[src/rtl/sliding_detector_sequencer.sv]
// Shares a bank of num_units slice units across all width positions of a frame, one group
// per cycle, and assembles the per-position flags/energies behind a valid/ready handshake.
module sliding_detector_sequencer #(
  parameter int unsigned width                = 16,
  parameter int unsigned num_units            = 4,
  parameter int unsigned unit_latency         = 2,
  parameter int unsigned num_of_flip_patterns = 4,
  parameter int unsigned ener_bitwidth        = 18,
  localparam int unsigned FW = $clog2(num_of_flip_patterns + 1),
  localparam int unsigned G  = width / num_units,
  localparam int unsigned GW = (G > 1) ? $clog2(G) : 1,
  localparam int unsigned CW = $clog2(width + 1)
) (
  input  logic                                      clk,
  input  logic                                      rst,
  input  logic                                      start,
  output logic                                      busy,
  output logic                                      grp_issue,
  output logic [GW-1:0]                             grp_sel,
  input  logic [num_units-1:0][FW-1:0]              unit_err_flags,
  input  logic [num_units-1:0][ener_bitwidth-1:0]   unit_mmse_vals,
  output logic [width-1:0][FW-1:0]                  err_flags,
  output logic [width-1:0][ener_bitwidth-1:0]       mmse_vals,
  output logic [CW-1:0]                             flag_count,
  output logic                                      res_valid,
  input  logic                                      res_ready
);

  if ((width % num_units) != 0) begin : g_bad_width
    $error("width must be a multiple of num_units");
  end
  if (unit_latency < 1) begin : g_bad_latency
    $error("unit_latency must be at least 1");
  end

  typedef enum logic [1:0] {StIdle, StIssue, StDrain, StHold} state_e;

  localparam logic [GW-1:0] LastGrp = GW'(G - 1);

  state_e                                 state_q, state_d;
  logic [GW-1:0]                          cnt_q;
  logic [unit_latency-1:0]                pipe_vld_q;
  logic [unit_latency-1:0][GW-1:0]        pipe_grp_q;
  logic [width-1:0][FW-1:0]               err_q;
  logic [width-1:0][ener_bitwidth-1:0]    mmse_q;
  logic [CW-1:0]                          count_q;
  logic                                   tail_vld;
  logic [GW-1:0]                          tail_grp;
  logic [CW-1:0]                          cap_count;
  logic                                   start_acc;

  assign tail_vld   = pipe_vld_q[unit_latency-1];
  assign tail_grp   = pipe_grp_q[unit_latency-1];
  assign start_acc  = (state_q == StIdle) && start;
  assign busy       = (state_q != StIdle);
  assign err_flags  = err_q;
  assign mmse_vals  = mmse_q;
  assign flag_count = count_q;

  always_comb begin
    state_d   = state_q;
    grp_issue = 1'b0;
    grp_sel   = '0;
    res_valid = 1'b0;
    unique case (state_q)
      StIdle: begin
        if (start) state_d = StIssue;
      end
      StIssue: begin
        grp_issue = 1'b1;
        grp_sel   = cnt_q;
        if (cnt_q == LastGrp) state_d = StDrain;
      end
      StDrain: begin
        if (tail_vld && (tail_grp == LastGrp)) state_d = StHold;
      end
      StHold: begin
        res_valid = 1'b1;
        if (res_ready) state_d = StIdle;
      end
      default: state_d = StIdle;
    endcase
  end

  always_ff @(posedge clk or posedge rst) begin
    if (rst) state_q <= StIdle;
    else     state_q <= state_d;
  end

  // Number of nonzero flags returned by the bank this cycle.
  always_comb begin
    cap_count = '0;
    for (int k = 0; k < int'(num_units); k++) begin
      if (unit_err_flags[k] != '0) cap_count = cap_count + CW'(1);
    end
  end

  always_ff @(posedge clk or posedge rst) begin
    if (rst) begin
      cnt_q      <= '0;
      pipe_vld_q <= '0;
      pipe_grp_q <= '0;
      err_q      <= '0;
      mmse_q     <= '0;
      count_q    <= '0;
    end else begin
      // Delay line tracks which group the bank is answering for.
      pipe_vld_q[0] <= grp_issue;
      pipe_grp_q[0] <= cnt_q;
      for (int i = 1; i < int'(unit_latency); i++) begin
        pipe_vld_q[i] <= pipe_vld_q[i-1];
        pipe_grp_q[i] <= pipe_grp_q[i-1];
      end
      if (start_acc) begin
        cnt_q   <= '0;
        err_q   <= '0;
        mmse_q  <= '0;
        count_q <= '0;
      end else begin
        if (grp_issue && (cnt_q != LastGrp)) cnt_q <= cnt_q + GW'(1);
        if (tail_vld) begin
          for (int p = 0; p < int'(width); p++) begin
            if (tail_grp == GW'(p / int'(num_units))) begin
              err_q[p]  <= unit_err_flags[p % int'(num_units)];
              mmse_q[p] <= unit_mmse_vals[p % int'(num_units)];
            end
          end
          count_q <= count_q + cap_count;
        end
      end
    end
  end

endmodule

[config.mk]
export PLATFORM = sky130hd
export DESIGN_NAME = sliding_detector_sequencer
export DESIGN_NICKNAME = d
export VERILOG_FILES = /design/src/rtl/sliding_detector_sequencer.sv
export SDC_FILE = /design/constraint.sdc
export NUM_CORES = 1
export LEC_CHECK = 0
export CAP_MARGIN = 20
export CORE_MARGIN = 8
export CORE_UTILIZATION = 51
export CTS_CLUSTER_DIAMETER = 40
export CTS_CLUSTER_SIZE = 16
export DETAILED_ROUTE_END_ITERATION = 7
export GPL_ROUTABILITY_DRIVEN = 1
export HOLD_SLACK_MARGIN = 0.12
export PLACE_DENSITY_LB_ADDON = 0.2
export SLEW_MARGIN = 5
export SYNTH_ARGS = -nofsm -noshare
export SYNTH_HDL_FRONTEND = slang
export SYNTH_SLANG_ARGS = --single-unit
[constraint.sdc]
create_clock -name clk -period 19.59 [get_ports clk]
set_input_delay 3.918 -clock clk [delete_from_list [all_inputs] [get_ports clk]]
set_output_delay 3.918 -clock clk [all_outputs]
set_load 0.01 [all_outputs]
Word level (Yosys, flattened, before mapping)
Index checks and enable logic that the tools add are counted.
{"block": "word_totals", "register_bits": 351, "in_bits": 88, "output_inout_bits": 346, "elab_cells": 128}
{"block": "op_classes", "add_sub_neg": 5, "eq_ne": 12, "muxes": 52, "reduce_logical": 21}
{"cell": "two-way mux 288 bit", "n": 2}
{"cell": "two-way mux 18 bit", "n": 16}
{"cell": "two-way mux 48 bit", "n": 2}
{"cell": "two-way mux 3 bit", "n": 16}
{"cell": "two-way mux 5 bit", "n": 5}
{"cell": "adder 5 x 1 -> 5 bit (second input constant)", "n": 3}
{"cell": "two-way mux 2 bit", "n": 7}
{"cell": "nonzero test 2 bit", "n": 7}
{"cell": "nonzero test 3 bit", "n": 4}
{"cell": "equality test 2 bit (second input constant)", "n": 5}
{"cell": "!= test 2 bit (second input constant)", "n": 5}
{"cell": "one-hot mux 2 bit (4 select lines)", "n": 1}
{"cell": "AND reduction 2 bit", "n": 4}
{"cell": "adder 5 bit", "n": 1}
{"cell": "equality test 2 x 1 -> 1 bit (second input constant)", "n": 2}
{"cell": "zero test 2 bit", "n": 2}
{"cell": "AND reduction 4 bit", "n": 1}
{"cell": "logical AND 1 bit", "n": 3}
{"cell": "two-way mux 1 bit", "n": 3}
{"cell": "adder 2 x 1 -> 2 bit (second input constant)", "n": 1}

Depth between registers and ports, before layout
{"block": "logic_depth", "depth_word": 11, "mapped_depth": 13, "ltp_nobuf": 13}

Least setup slack after synthesis
OpenSTA, ideal clock, no wires.
{"block": "synth_path", "kind": "input port to flip-flop", "start": "input port unit_err_flags[5] (netlist name)", "end": "register count_q[3], in the netlist flag_count[3]", "setup_ps": 101, "arrival_ps": 6049, "required_ps": 19489, "slack_ps": 13440, "cell_stages": 10, "n_path_buf": 0, "path_cell_list": "or3_1 inv_1 ha_1 xnor2_1 ha_1 mux2_2 ha_1 nand3_1 and4b_1 nor4_1"}
{"block": "synth_between", "elab_chain_len": 9}
{"element": "start, declared", "line_no": "20", "text": "input logic [num_units-1:0][FW-1:0] unit_err_flags,"}
{"element": "nonzero test 3 bit (*)", "line_no": "94", "text": "if (unit_err_flags[k] != '0) cap_count = cap_count + CW'(1);"}
{"element": "two-way mux 5 bit (*)", "line_no": "94"}
{"element": "adder 5 x 1 -> 5 bit", "line_no": "94"}
{"element": "two-way mux 5 bit (*)", "line_no": "94"}
{"element": "adder 5 x 1 -> 5 bit", "line_no": "94"}
{"element": "two-way mux 5 bit (*)", "line_no": "94"}
{"element": "adder 5 bit (*)", "line_no": "128", "text": "count_q <= count_q + cap_count;"}
{"element": "two-way mux 5 bit (*)", "line_no": "121", "text": "if (tail_vld) begin"}
{"element": "two-way mux 5 bit (*)", "line_no": "114", "text": "if (start_acc) begin"}
{"element": "end signal, assigned", "line_no": "128"}
{"element": "end, declared", "line_no": "46", "text": "logic [CW-1:0] count_q;"}
Every way passes the cells marked *; elsewhere a longest branch is shown, timed or not. The select of a mux whose other input is x is not followed.
A chain may end at the register's enable or synchronous reset.

Worst setup path in the final report
{"block": "layout_path", "start": "input port unit_err_flags[5] (netlist name)", "end": "register count_q[4], in the netlist flag_count[4]"}
Same word-level chain as after synthesis.

==> metrics.cfg <==
[run_status]
outcome = complete, no violations

[grt]
antenna_found_initial = 1
grt_overflow = 0
gr-usage-met2 = 0.482
grt_pass1_vias = 12700
grt_max_degree = 146
grt-busiest-layer = met2
grt_pass1_wl_um = 76200
grt_usage = 0.291
use_met1 = 0.357
use_met3 = 0.0848

[cells_and_area]
drive_gt1_frac = 0.0529
num-fill-cells = 1953
syn2layout_area_growth_pct = 42.6
finalInstanceArea_um2 = 20000
num-nets-final = 2035
final_core_utilization = 0.742

[power_and_ir_drop]
p_int_mw = 2.18
comb_power_share = 0.408
vdd_drop_max_mv = 0.102
p_seq_frac = 0.347
p_per_area_nw_per_um2 = 169
pwr-share-clk = 0.245
switching_share = 0.360
p_leak_nw = 8.62
p_switching_mw = 1.22

[setup_path]
cp_slowest_cell = clkdlybuf4s50_1
r2r_setup_slack_ns = 16.41
r2r_start = state_q[0]$_DFFE_PP0P_
critical-path-top-delay-family = adder cells
r2r-end = mmse_vals[259]$_DFFE_PP0P_
cpMostUsedCell = xnor2_1
worstPathMaxFanout = 5
cp_data_required_time_ns = 19.97
crit_path_start = unit_err_flags[5]
cp_cell_sequence = clkdlybuf4s50_1, or3_1, inv_1, ha_1, xnor2_1, xnor2_1, ha_1, inv_1, fa_1, nand2b_1, a21oi_1, xnor2_1, nor2_1
max_stage_delay_ns = 0.54
cp-end-kind = register
criticalPathCategory = primary input to register
cp-start-kind = primary input
cp.arrival_ns = 6.89
reg2reg_depth = 6
cp.buffers_inverters = 3

[logic_synthesis]
synth_edf_count = 0
synthArstFlopShare = 1.00
seq_area_frac_synth = 0.625
synth_ff_type = dfrtp_1
postSynthCellCount = 1549
syn_area_um2 = 14100
ys_types = 32
yosysWarningCount = 0
synth_top_area_cell = dfrtp_1
avgSynthCellArea_um2 = 9.08
synthesis.nets = 1651
synth_seq_cells = 351
synth.top_cell.area_share = 0.625
synth.area.top_cells = dfrtp_1, nand2_1, a21oi_1

[detailed_routing]
dr.pass1.iters = 6
ant_nets = 0
drc = 0
vias = 12900
viasPerCell = 5.57
wl_per_cell_um = 21.5
routed_wirelength_um = 49600
drtIter0Drc = 1226

[hold_path]
worstHoldStart = pipe_vld_q[0]$_DFF_PP0_
holdPathStages = 0
hp-class = register to register
whs_endpoint = pipe_vld_q[1]$_DFF_PP0_

[timing]
timing.final.crit_period_ns = 6.51
hold_violations = 0
finalSetupViolCount = 0
slew-limit-headroom = 0.343
post-route-period-util = 0.332
fin_hold_ws_ns = 0.350
slew_viol_final = 0
max_clock_freq_ghz = 0.154
rsz0062_at_grt = false
tightestPinTransition_ns = 0.985
finClkSkew_ns = 0.0202
worst_slack_ns = 13.08
setup_tns_ns = 0

[placed_design]
placed_area_um2 = 18500
io_buffer_count = 433
place_ws_ns = 12.40
dp_hpwl_um = 32600
place.gp.congestion = 0.833

[clock_network]
ctsHoldBuffers = 0
post_cts_buffers = 0
cts_root_buf = clkbuf_16
ctsResizeCount = 0
cts.sinks = 351
cts_buffers = 44
clock_latency_ns = 0.53
cts_tree = built
clk_path_buf_depth = 3
htreeDepth = 2
clk_pin_slew_ns = 0.07

[floorplan]
die_height_um = 182
start_util = 0.520
die_w_um = 182
core-area_um2 = 27000
boundaryPins = 434
num_rows = 60
dieArea_um2 = 33100

[job]
maxCapViolCount = 0

## layout make-up
cell class / count / area, um2 / share of cell area
Antenna cell: 2 / 5.00 / 0.000250
Multi-Input combinational cell: 1078 / 4790 / 0.239
Inverter: 9 / 41.3 / 0.00206
Clock buffer: 51 / 1180 / 0.0588
Tap cell: 341 / 427 / 0.0213
Timing Repair Buffer: 449 / 4470 / 0.223
Sequential cell: 351 / 8780 / 0.438
Clock inverter: 29 / 348 / 0.0173
## stage by stage
step           power [mW]  cells
2_1_floorplan        1.77   1549
3_5_place_dp         2.57   2227
4_1_cts              3.41   2307
6_report             3.40   2310
5_1_grt              3.57   2309
3_3_place_gp         2.53   2227
## sequential cells by signal, indices dropped and copies added, names as in the netlist
signal,flops
pipe_grp_q,2
tail_grp,2
err_flags,48
state_q,2
flag_count,5
mmse_vals,288
cnt_q,2
pipe_vld_q,2
## synthesized netlist by cell type, drive strengths merged (2+ instances only)
cell    count
inv         9
ha         13
nor2       10
clkbuf     47
nand2b      3
buf        64
dfrtp     351
xnor2       5
mux2        2
nand2     676
nand3       2
a21oi     340
mux2i       4
nor3        3
and2        3
o21ai       2
## routing by layer
layer  share of wire  vias up  wire length, um
met4           0.036        0             1780
met5               0        -                0
li1                -     5768                -
met2            0.49      688            24100
met3            0.10       91             4980
met1            0.38     6331            18800
## worst register-to-register path, cell delays in order, from the launching register on
cell,delay (ns)
dfrtp_1,0.42
inv_1,0.12
ha_1,0.23
and2_4,0.52
buf_4,0.75
buf_4,0.80
a21oi_1,0.17
## worst max path at each step
stage,slack (ns),end,cells past startpoint
4_1_cts,12.94,mmse_vals[124]$_DFFE_PP0P_,5
3_5_place_dp,12.40,mmse_vals[259]$_DFFE_PP0P_,5
6_report,13.08,flag_count[4]$_DFFE_PP0P_,13
2_1_floorplan,5.94,cnt_q[0]$_DFFE_PP0P_,1
3_3_place_gp,12.47,mmse_vals[256]$_DFFE_PP0P_,5
5_1_grt,12.76,mmse_vals[20]$_DFFE_PP0P_,4
## power by group through the flow
stage	Sequential (mW)	Clock, mW	Combinational (mW)
6_report	1.18	0.834	1.39
5_1_grt	1.21	0.873	1.49
4_1_cts	1.18	0.844	1.39
3_5_place_dp	1.18	0	1.38
3_3_place_gp	1.17	0	1.35
2_1_floorplan	1.28	0	0.485
## cell families (layout without fill, tap and decap cells)
| kind of cell | Yosys count | after routing | share of synthesized area |
|---|---|---|---|
| adders and majority gates | 14 | 14 | 0.0130 |
| buffers and inverters | 120 | 538 | 0.0375 |
| xor gates and xnor gates | 6 | 6 | 0.00374 |
| muxes | 6 | 6 | 0.00445 |
| and+or+nand+nor | 706 | 706 | 0.193 |
| AOI/OAI and AO/OA | 345 | 345 | 0.124 |
| DFF | 351 | 351 | 0.625 |
| other | 1 | 3 | 0.000267 |
## cells in the final DEF (no fill, tap or decap), drive strengths merged, types with 2 or more instances in the layout
master         synthesis  routed
inv                    9      17
o21ai                  2       2
ha                    13      13
xnor2                  5       5
nand2                676     676
nand3                  2       2
bufinv                 0       5
a21oi                340     340
clkinv                 0      12
nor2                  10      10
clkdlybuf4s50          0     433
nand2b                 3       3
mux2i                  4       4
clkinvlp               0       4
buf                   64      16
mux2                   2       2
nor3                   3       3
dfrtp                351     351
diode                  0       2
clkbuf                47      51
and2                   3       3
No activity file was read; power rests on OpenSTA's default activity.
==> patch 1, RTL diff (config.mk and constraints unchanged) <==
The parameter `num_units` goes from 4 to 2.
--- a/src/rtl/sliding_detector_sequencer.sv
+++ b/src/rtl/sliding_detector_sequencer.sv
@@ -4,3 +4,3 @@
   parameter int unsigned width                = 16,
-  parameter int unsigned num_units            = 4,
+  parameter int unsigned num_units            = 2,
   parameter int unsigned unit_latency         = 2,
Ports: changed (resized grp_sel, unit_err_flags and unit_mmse_vals); port bits go from 434 to 393. The function was not compared with the original's and may differ.
==> patch 1 against the unedited design <==
Clock power down 2%; total power decreased by 6.8%; final area down 1.4%; count of clock-buffer cells in the layout shrank 1; wire length down 0.12%; sequential cell count rose by 3; setup slack lost 82 ps; highest routed layer unchanged; largest power group unchanged; synthesized area is 5.4% higher.
==> patch 1: results <==
logic_synthesis:
  yosysSeqAreaShare: 0.598
  syn_nets: 1649
  ys_warn_count: 0
  async_flop_share: 1.00
  ys_types: 35
  synthTopCellsByCount: "673 x nand2_1, 354 x dfrtp_1, 336 x a21oi_1, 52 x buf_6, 51 x clkbuf_1"
  synth_area_leaders: "dfrtp_1 60%, nand2_1 17%, a21oi_1 11%"
sta:
  fin_skew_ps: 11.7
  maxSlewHeadroom: 0.223
  fmax_mhz: 152
worst_setup_path:
  rrSetupSlack_ps: 16110
  crit_type: "in -> reg"
  r2r-start: "state_q[0]$_DFFE_PP0P_"
  arrival_ps: 6940
  r2r_end: "err_flags[11]$_DFFE_PP0P_"
  worstPathMaxFanout: 95
  cp-startpoint: "start"
clock_tree:
  cts_resized: 0
  htreeDepth: 2
  cts-buffers-inserted: 43
min_path:
  hold_end: "tail_grp[1]$_DFF_PP0_"
  min-delay-start: "pipe_grp_q[1]$_DFF_PP0_"
placed_design:
  gp_congestion: 0.797
  pre_cts_ws_ps: 12540
  dpl-instance-area_um2: 18300
  hpwl_um: 31500
  io_buffers: 392
drt:
  drt_pass1_iterations: 5
  vias: 12622
  wire_per_inst_um: 21.5
  first_iter_violations: 1225
cells_and_area:
  fin_nets: 1940
  diodes: 0
  final_cell_area_um2: 19800
  drive_gt1_frac: 0.0569
  nFillCells: 2187
global_route:
  antenna_found_initial: 0
  grt_max_degree: 162
  grt_usage: 0.275
  grt_pass1_wl_um: 75600
pwr:
  p_leak_nw: 8.42
  ir_worst_vdd_uv: 97.3
status:
  status: "complete, no violations"
==> patch 1: cell type report <==
| class | count | area share |
|---|---|---|
| Timing Repair Buffer | 406 | 0.206 |
| Tap cell | 384 | 0.0243 |
| Clock buffer | 50 | 0.0583 |
| Clock inverter | 27 | 0.0164 |
| Multi-Input combinational cell | 1071 | 0.245 |
| Sequential cell | 354 | 0.448 |
| Inverter | 7 | 0.00171 |
==> patch 1: logic make-up (layout without fill, tap and decap cells) <==
group	count (synthesis)	after routing	synth area share
XOR/XNOR	3	3	0.00177
AO/OA/AOI/OAI	342	342	0.118
AND/OR/NAND/NOR	711	711	0.192
flip-flops	354	354	0.598
multiplexers	4	4	0.00279
buffers and inverters	167	490	0.0774
adder cells (fa/ha/maj)	11	11	0.00980
==> patch 1: through the flow <==
stage | hold slack (ps) | power (W) | instances
final | 351 | 0.00317 | 2299
after global routing | 361 | 0.00332 | 2299
after CTS | 350 | 0.00318 | 2297
after detailed placement | 336 | 0.00236 | 2220
after global placement | 333 | 0.00232 | 2220
after floorplan | 331 | 0.00169 | 1592
==> patch 1: metal layers <==
layer | vias up | wire length (um) | track usage
met4 | 0 | 2360 | 0.134
li1 | 5660 | - | -
met5 | - | 0 | 0
met2 | 667 | 23100 | 0.432
met1 | 6177 | 19600 | 0.351
met3 | 118 | 4540 | 0.0710
==> patch 1: worst max-delay path: stages <==
cell             delay, ps
clkdlybuf4s50_1        500
and2_4                 650
buf_4                  780
buf_4                  900
a21oi_1                130
==> patch 1: report_power, final <==
part	internal (W)	switching, W
logic	0.000588	0.000592
registers	0.000985	0.000185
clock network	0.000495	0.000321
total	0.00207	0.00110
==> patch 2, RTL diff (same settings) <==
Without the edit above. Re-encode `state_e` (4 states) as one-hot, 4 bits wide.
--- a/src/rtl/sliding_detector_sequencer.sv
+++ b/src/rtl/sliding_detector_sequencer.sv
@@ -35,3 +35,3 @@
 
-  typedef enum logic [1:0] {StIdle, StIssue, StDrain, StHold} state_e;
+  typedef enum logic [3:0] {StIdle = 4'b0001, StIssue = 4'b0010, StDrain = 4'b0100, StHold = 4'b1000} state_e;
 
Check against the original RTL: no difference found for any inputs over 4 cycles, from zero or initial values and one cycle with rst high; so few cycles prove little.
==> patch 2 against the unedited design <==
Total power decreased by 20%; final area rose by 0.61%; wire length shrank 2.8%; via count down 1.3%; hold slack better by 12 ps; clock power is essentially flat; setup slack lost 190 ps; sequential cell count is 2 higher; global-route usage is 0.84 points lower; synthesized area grew 0.77%; highest routed layer is now met5.
==> patch 2: results <==
logic_synthesis:
  syn_nets: 1652
  yosysSeqAreaShare: 0.624
  synth-main-ff-cell: "dfrtp_1"
  ys_types: 37
  muxShareOfSynthArea: 0.00433
  synth_area_leaders: "dfrtp_1 62%, nand2_1 18%, a21oi_1 12%"
  synth_compound_area_frac: 0.123
  synth_xor_xnor_area_share: 0.00371
  ys_warn_count: 0
  synthTopCellsByCount: "676 x nand2_1, 352 x dfrtp_1, 340 x a21oi_1, 56 x buf_2, 37 x clkbuf_1"
  synth-adder-area-share: 0.00848
drt:
  met3_wirelength_um: 5070
  drt_pass1_iterations: 5
  wire_per_inst_um: 20.5
  vias_per_cell: 5.40
  dr.max_layer_used: "met5"
  drt-met1-wl_um: 18100
  met2_length_um: 22700
  ant_nets: 0
  first_iter_violations: 1320
pwr:
  power.internal_w: 0.00182
  ir_worst_vdd_uv: 100
  p_leak_nw: 8.44
sta:
  fin_skew_ps: 19.7
  maxSlewHeadroom: 0.287
global_route:
  grt_max_degree: 142
  grt_use_met3: 0.0857
  antenna_found_initial: 4
  first_global_vias: 12654
  grt_usage: 0.282
  grtUsageMet1: 0.346
  grt_pass1_wl_um: 74200
  global_route.usage.met2: 0.455
min_path:
  worstHoldPathType: "reg -> reg"
placed_design:
  pre_cts_ws_ps: 12460
  gp_congestion: 0.825
  hpwl_um: 31500
  io_buffers: 433
clock_tree:
  cts_setup_buffers: 0
  clock_path_buffers: 3
  clk_pin_slew_ps: 60
  htreeDepth: 2
  worstSkewPairLatency_ps: 520
  cts-buffers-inserted: 44
  cts_resized: 0
cells_and_area:
  nFillCells: 2030
  drive_gt1_frac: 0.0532
  largest_reg_flops: 288
status:
  status: "complete, no violations"
worst_setup_path:
  max_stage_delay_ps: 910
  cp_slowest_cell: "buf_4"
  cp_top_family: "buffers and inverters"
  worstPathMaxFanout: 99
patch 2: cell types whose count changed after synthesis, moves of 3 or more:
cell / change
inv_1: -4
clkbuf_1: -10
ha_1: -5
buf_4: +12
nor2b_1: +3
buf_2: -5
patch 2: layout make-up:
class,instances,area share
Antenna cell,4,0.000496
Clock buffer,52,0.0586
Clock inverter,28,0.0175
Inverter,5,0.00130
Multi-Input combinational cell,1085,0.238
Sequential cell,353,0.438
Tap cell,378,0.0234
Timing Repair Buffer,449,0.222
patch 2: final timing paths:
kind                                          from                    endpoint  slack (ps)  cells past startpoint
min in group asynchronous                      rst   err_flags[25]$_DFFE_PP0P_        4000                      2
max                                          start  mmse_vals[256]$_DFFE_PP0P_       12890                      5
min                        pipe_grp_q[1]$_DFF_PP0_       tail_grp[1]$_DFF_PP0_         360                      0
max reg2reg                 state_q[0]$_DFFE_PP1P_  mmse_vals[256]$_DFFE_PP0P_       15930                      5
min reg2reg                pipe_grp_q[1]$_DFF_PP0_       tail_grp[1]$_DFF_PP0_         360                      0
max in group asynchronous                      rst  mmse_vals[246]$_DFFE_PP0P_       13200                      4
patch 2: through the flow:
stage	total power [W]	hold slack, ps	utilization	instances	instance area, um^2
CTS	0.00272	355	0.730	2347	20100
global placement	0.00186	339	0.674	2267	18600
global route	0.00284	370	0.732	2353	20200
detailed placement	0.00188	340	0.674	2267	18600
floorplan	0.00139	331	-	1555	14200
finish	0.00270	361	0.732	2354	20200
patch 2: power by group through the flow:
stage	combinational (W)	clock (W)	sequential [W]
finish	0.000858	0.000835	0.00101
global route	0.000926	0.000881	0.00103
CTS	0.000864	0.000846	0.00101
detailed placement	0.000858	0	0.00102
global placement	0.000845	0	0.00102
floorplan	0.000308	0	0.00108
